--- src/rtl/inst_queue.sv ---
// inst_queue: dual-issue instruction queue splitting fetch packages into single-instruction FIFO entries.
// Optional IQ_BYPASS_EN: zero-latency pass-through of a package into an empty queue. Rev 1.0
`default_nettype none

module inst_queue #(
   parameter int DEPTH = 16,
   parameter int PTR_W = 4
) (
   input  logic             clk,
   input  logic             rst,
   input  logic             flush_i,
   input  logic [127:0]     pkg_i,
   input  logic             pkg_valid_i,
   output logic             stall_o,
   output logic             out0_valid_o,
   output logic [31:0]      out0_pc_o,
   output logic [31:0]      out0_inst_o,
   output logic             out0_br_o,
   output logic             out0_pt_o,
   output logic             out1_valid_o,
   output logic [31:0]      out1_pc_o,
   output logic [31:0]      out1_inst_o,
   output logic             out1_br_o,
   output logic             out1_pt_o,
   input  logic [1:0]       deq_cnt_i,
   output logic [PTR_W:0]   count_o
);

   // Entry layout: [65:34] pc, [33:2] inst, [1] br, [0] pt
   logic [65:0]      mem [DEPTH];
   logic [PTR_W-1:0] head;
   logic [PTR_W-1:0] tail;
   logic [PTR_W-1:0] head1;
   logic [PTR_W:0]   count;

   logic [65:0] ent_a, ent_b, first_ent, slot0, slot1;
   logic        pv1, pv2, accept, valid0, valid1;
   logic [1:0]  enq_n, deq_sat, avail, eff_deq;
   logic        unused_bits;

   assign unused_bits = ^pkg_i[25:0];

   assign pv1       = pkg_i[31];
   assign pv2       = pkg_i[30];
   assign ent_a     = {pkg_i[127:96], pkg_i[95:64], pkg_i[29], pkg_i[28]};
   assign ent_b     = {pkg_i[127:96] + 32'd4, pkg_i[63:32], pkg_i[27], pkg_i[26]};
   assign first_ent = pv1 ? ent_a : ent_b;

   // Stall leaves room for a full two-entry package whatever decode consumes.
   assign stall_o = count > (PTR_W+1)'(DEPTH - 2);
   assign accept  = pkg_valid_i && !stall_o && !flush_i;
   assign enq_n   = accept ? ({1'b0, pv1} + {1'b0, pv2}) : 2'd0;
   assign deq_sat = (deq_cnt_i == 2'd3) ? 2'd2 : deq_cnt_i;
   assign head1   = head + PTR_W'(1);
   assign count_o = count;

   always_comb begin
      slot0  = mem[head];
      slot1  = mem[head1];
      valid0 = (count != '0);
      valid1 = (count > (PTR_W+1)'(1));
`ifdef IQ_BYPASS_EN
      // Bypassed entries are still written, but head skips any that decode consumes now.
      if (count == '0 && enq_n != 2'd0) begin
         slot0  = first_ent;
         slot1  = ent_b;
         valid0 = 1'b1;
         valid1 = (enq_n == 2'd2);
      end
`endif
      avail   = {1'b0, valid0} + {1'b0, valid1};
      eff_deq = (deq_sat > avail) ? avail : deq_sat;
   end

   assign out0_valid_o = valid0;
   assign out0_pc_o    = valid0 ? slot0[65:34] : 32'd0;
   assign out0_inst_o  = valid0 ? slot0[33:2]  : 32'd0;
   assign out0_br_o    = valid0 & slot0[1];
   assign out0_pt_o    = valid0 & slot0[0];
   assign out1_valid_o = valid1;
   assign out1_pc_o    = valid1 ? slot1[65:34] : 32'd0;
   assign out1_inst_o  = valid1 ? slot1[33:2]  : 32'd0;
   assign out1_br_o    = valid1 & slot1[1];
   assign out1_pt_o    = valid1 & slot1[0];

   always_ff @(posedge clk) begin
      if (!rst && enq_n != 2'd0) begin
         mem[tail] <= first_ent;
      end
      if (!rst && enq_n == 2'd2) begin
         mem[tail + PTR_W'(1)] <= ent_b;
      end
   end

   always_ff @(posedge clk) begin
      if (rst || flush_i) begin
         head  <= '0;
         tail  <= '0;
         count <= '0;
      end else begin
         head  <= head + PTR_W'(eff_deq);
         tail  <= tail + PTR_W'(enq_n);
         count <= count + (PTR_W+1)'(enq_n) - (PTR_W+1)'(eff_deq);
      end
   end

endmodule

`default_nettype wire

--- config.mk ---
export PLATFORM = sky130hd
export DESIGN_NAME = inst_queue
export DESIGN_NICKNAME = d
export VERILOG_FILES = /design/src/rtl/inst_queue.sv
export SDC_FILE = /design/constraint.sdc
export NUM_CORES = 2
export LEC_CHECK = 0
export CORE_AREA = 2 2 333 335
export DETAILED_ROUTE_END_ITERATION = 6
export DIE_AREA = 0 0 335 337
export PLACE_DENSITY = 0.87
export SLEW_MARGIN = 20
export SYNTH_ARGS = -nofsm -noshare
export SYNTH_HDL_FRONTEND = slang
export SYNTH_SLANG_ARGS = --single-unit
--- constraint.sdc ---
create_clock -name clk -period 10.2 [get_ports clk]
set_clock_uncertainty 0.1 [all_clocks]
set_input_delay 2.04 -clock clk [delete_from_list [all_inputs] [get_ports clk]]
set_output_delay 2.04 -clock clk [all_outputs]
set_load 0.02 [all_outputs]
### After elaboration in Yosys (flattened, before gate mapping)

Memory sizes are Yosys's and may differ from the RTL's. A register that Yosys moved wholly into a read port is not among the register bits.
Cells that the tools add are included.

* input port bits: 134
* memories kept: 1
* bits in writable memories: 1056
* logic and storage cells: 45
* flip-flop bits (word level): 13

Memory list
* mem: depth 16, width 66, read ports 2, clocked after Yosys merged registers in 1, wr ports 2, RTL line 30 `logic [65:0] mem [DEPTH];`

* magnitude comparators: 3
* bitwise logic cells: 4
* $add $sub $neg: 9
* multiplexer cells: 13
* reduce and logical (&&, ||, !) cells: 10
* eq/ne operators: 2

Operator list (number)
* two-way mux 32 bit: 4
* two-way mux 66 bit: 1
* adder 32 x 3 -> 32 bit, second input constant: 1
* adder 4 x 1 -> 4 bit, second input constant: 2
* adder 4 x 2 -> 4 bit: 2
* two-way mux 2 bit: 3
* adder 5 x 2 -> 5 bit: 1
* greater-than comparator 5 x 1 -> 1 bit, second input constant: 1
* greater-than comparator 5 x 4 -> 1 bit, second input constant: 1
* nonzero test 5 bit: 1
* subtractor 5 x 2 -> 5 bit: 1
* adder 1 x 1 -> 2 bit: 2
* AND 1 bit: 4
* equality test 2 bit, second input constant: 2
* logical AND 1 bit: 4
* two-way mux 1 bit: 4
* two-way mux 4 bit: 1
* logical NOT 1 bit: 3
* greater-than comparator 2 bit: 1
* nonzero test 2 bit: 1
* logical OR 1 bit: 1

### Longest topological paths before layout

* depth in word-level cells: 9
* mapped depth: 24
* gate-level depth less buffers: 22

### Worst setup path after synthesis

OpenSTA, ideal clock, no wires.

* kind: input to register
* start point: input flush_i
* end point: memory mem[0][0] (enable)
* data required time: 9.519 ns
* library setup time: 0.581 ns
* path buffers: 0
* path slack: 1.754 ns
* cell stages on the path: 4
* arrival time: 7.765 ns
* cell sequence: or3b_1 nor4b_1 nand2_1 o21ai_0

RTL lines
* from (decl): RTL line 11 `input logic flush_i,`
* to (decl): RTL line 30

### Worst setup path after layout

* start point: register head[2]
* end point: output out1_inst_o[0]

* word-level cells in the longest chain between the ends: 3

Ends and longest elaborated chain
* from (decl): RTL line 31 `logic [PTR_W-1:0] head;`
* from (signal assigned): RTL line 101 `head <= head + PTR_W'(eff_deq);`
* adder 4 x 1 -> 4 bit: RTL line 54 `assign head1 = head + PTR_W'(1);`
* memory read (16 x 66 bit)
* two-way mux 32 bit: RTL line 82 `assign out1_inst_o = valid1 ? slot1[33:2] : 32'd0;`
* to (decl): RTL line 22 `output logic [31:0] out1_inst_o,`

No other way between the ends.

==> out/metrics.csv <==
metric,value,unit
status,finished clean,
row cnt,122,
number of max-cap violations,0,
leading area contributor after synthesis,edfxtp_1,
Tmin final,8060,ps
share of the synthesized area in the top cell type,51.1,%
post-route ant nets,0,
register area,32000,sq um
Die Y,337,um
setup TNS,0,ps
# IOs,274,
largest net degree at the start of global routing,164,
first-pass GRT wire length,291000,um
"Cell Area, Synth",62000,sq um
initial antenna violation count,10,
CTS sink cnt,1069,
"commonest cells after routing, fill and taps aside","1056 x edfxtp_1, 800 x a21oi_1, 728 x nor2_1, 594 x mux4_2, 291 x nand2_1",
Max Buffers Root-to-Sink,3,
Synth Net Count,4980,
drt pass-1 iters,7,
Cell variety after synth,55,
GRT overflow,0,
wire length per cell,32.0,um
critical path type,flip-flop to output pin,
worst path required time,8060,ps
"EDFF count, synth",1056,
number of H-tree levels,3,
Crit Path Max Fanout,50,
root buffer cell,clkbuf_16,
vias in the first global route,46578,
Core Area,110000,sq um
Post-Layout Inst Area,69300,sq um
hold_ws,528,ps
"Slew Viols, Final",0,
fmax,0.124,GHz
"commonest non-fill, non-tap cell in the layout",edfxtp_1,
Layout area overhead,11.7,%
Most used DFF post-synth,edfxtp_1,
post-DR vias/cell,7.38,
remaining routing DRC violations,0,
"Seq/Total Area, Yosys",51.5,%
initial drt markers,8606,
worst slew pin tran,1260,ps
final core utilization,63.2,%
Yosys reg bits,1069,
min-delay worst type,flip-flop to flip-flop,
setup bufs post-CTS,0,
"Setup violations, final",0,
Leak,0.0213,uW
routed wire length,201000,um
Clock Latency Late Sink,710,ps
top post-synthesis cells by area,"edfxtp_1 51%, mux4_2 22%, a21oi_1 6.5%, nor2_1 4.4%, xnor2_1 4.2%",
fillers,7260,
RSZ-0062 raised after global routing,no,
DP HPWL,109000,um
Tot GR Track Use,35.2,%
clock-pin slew on the worst setup and hold paths,70,ps
post-synthesis cell count,4822,
total vias in the final route,46263,
Nets,4899,
fin crit share,79.1,%
CTS tree,yes,
"Hold Vio Cnt, Final",0,
syn_area_per_cell,12.9,sq um
chip width,335,um
number of synthesis warnings,0,
Port Buffers,247,
crit path DAT,5920,ps
gpl congestion,0.897,
Placed Area,65400,sq um
CTS Hold Bufs,0,
power density cells,198,nW/um^2
layout cells sized above 1,21.0,%
CTS Buf Count,108,
Die ar.,113000,sq um
Max VDD drop,267,uV
Max-slew headroom,15.9,%
CP endpoint kind,output pin,
startpoint types,flip-flop,
# resized after CTS,0,
Starting Density,56.6,%
area of the multi-input gates,28400,sq um
asr flop ratio synth,0,%
-- where the power goes --
| part | total [uW] | internal (uW) | switching (uW) |
|---|---|---|---|
| combinational | 4670 | 2120 | 2550 |
| clock | 4110 | 2340 | 1770 |
| sequential | 4930 | 4870 | 62.4 |
-- sequential cells by signal, summed over array words and instances (netlist names) --
| signal | count |
|---|---|
| mem | 1056 |
| count_o | 5 |
| tail | 4 |
| head | 4 |
-- stage by stage --
stage | setup WS, ps | instances | power, uW
floorplan | 1750 | 4822 | 7990
global placement | 3260 | 6051 | 9410
detailed placement | 3200 | 6052 | 9510
CTS | 2420 | 6257 | 13600
global route | 2340 | 6267 | 14000
finish | 2140 | 6272 | 13700
-- final timing paths --
check              endpoint  cells after the start  slack (ps)       start
max reg2reg      count_o[4]                     21        3850  count_o[3]
min                 tail[3]                      2         530     tail[3]
min reg2reg         tail[3]                      2         530     tail[3]
max          out1_inst_o[0]                      7        2140     head[2]
-- final cells by class --
cell class | count | share of cell area [%]
tap | 1426 | 2.58
inverter | 23 | 0.126
clock buffer | 136 | 4.19
multi-input combinational | 3186 | 41.0
timing repair buffer | 353 | 4.93
antenna | 10 | 0.0361
sequential | 1069 | 46.2
clock inverter | 69 | 1.00
-- metal layers --
layer	vias up	share of wire (%)	GRT usage, %
met5	-	0.035	0
met4	9	7.5	22.3
met3	1153	18	12.2
met2	4908	45	53.8
met1	22098	29	43.0
li1	18095	-	-
-- critical path, stage by stage (launching register included) --
cell             delay [ps]
dfxtp_4                 900
buf_4                   900
a21oi_1                 310
mux2i_4                1000
buf_12                  510
a22oi_1                 150
a21oi_1                 650
clkdlybuf4s50_1         760
-- kinds of logic after synthesis --
| logic type | synth area share, % |
|---|---|
| simple gates | 8.31 |
| fa+ha+maj | 0.532 |
| flops | 51.5 |
| mux | 22.2 |
| buf+inv | 3.82 |
| xor+xnor | 4.84 |
| compound gates | 8.75 |
-- Yosys cell counts (2+ instances only) --
master,count
o2111ai_1,4
and3_1,4
nand4b_1,2
and4bb_2,2
nand2_1,291
inv_1,23
xnor2_1,295
edfxtp_1,1056
buf_4,19
nand4_2,2
nor4_2,2
a21oi_1,801
or3_1,15
nor3_2,19
nand4_1,3
nand2b_1,3
dfxtp_1,13
nor4_1,5
or4_4,2
clkbuf_2,3
nor2_1,730
nand3_1,23
mux2i_1,40
or2_1,3
o31ai_4,11
buf_1,81
nand2_2,10
xor2_1,48
fa_1,4
ha_1,20
a22oi_1,132
nor2b_1,5
nor4b_1,2
nor3_1,5
o21ai_0,20
and2_1,70
buf_2,128
or2_2,3
mux4_2,594
clkbuf_1,312
and4_1,2
nor4_4,2
Note: power is estimated with default switching activity, not from simulation.
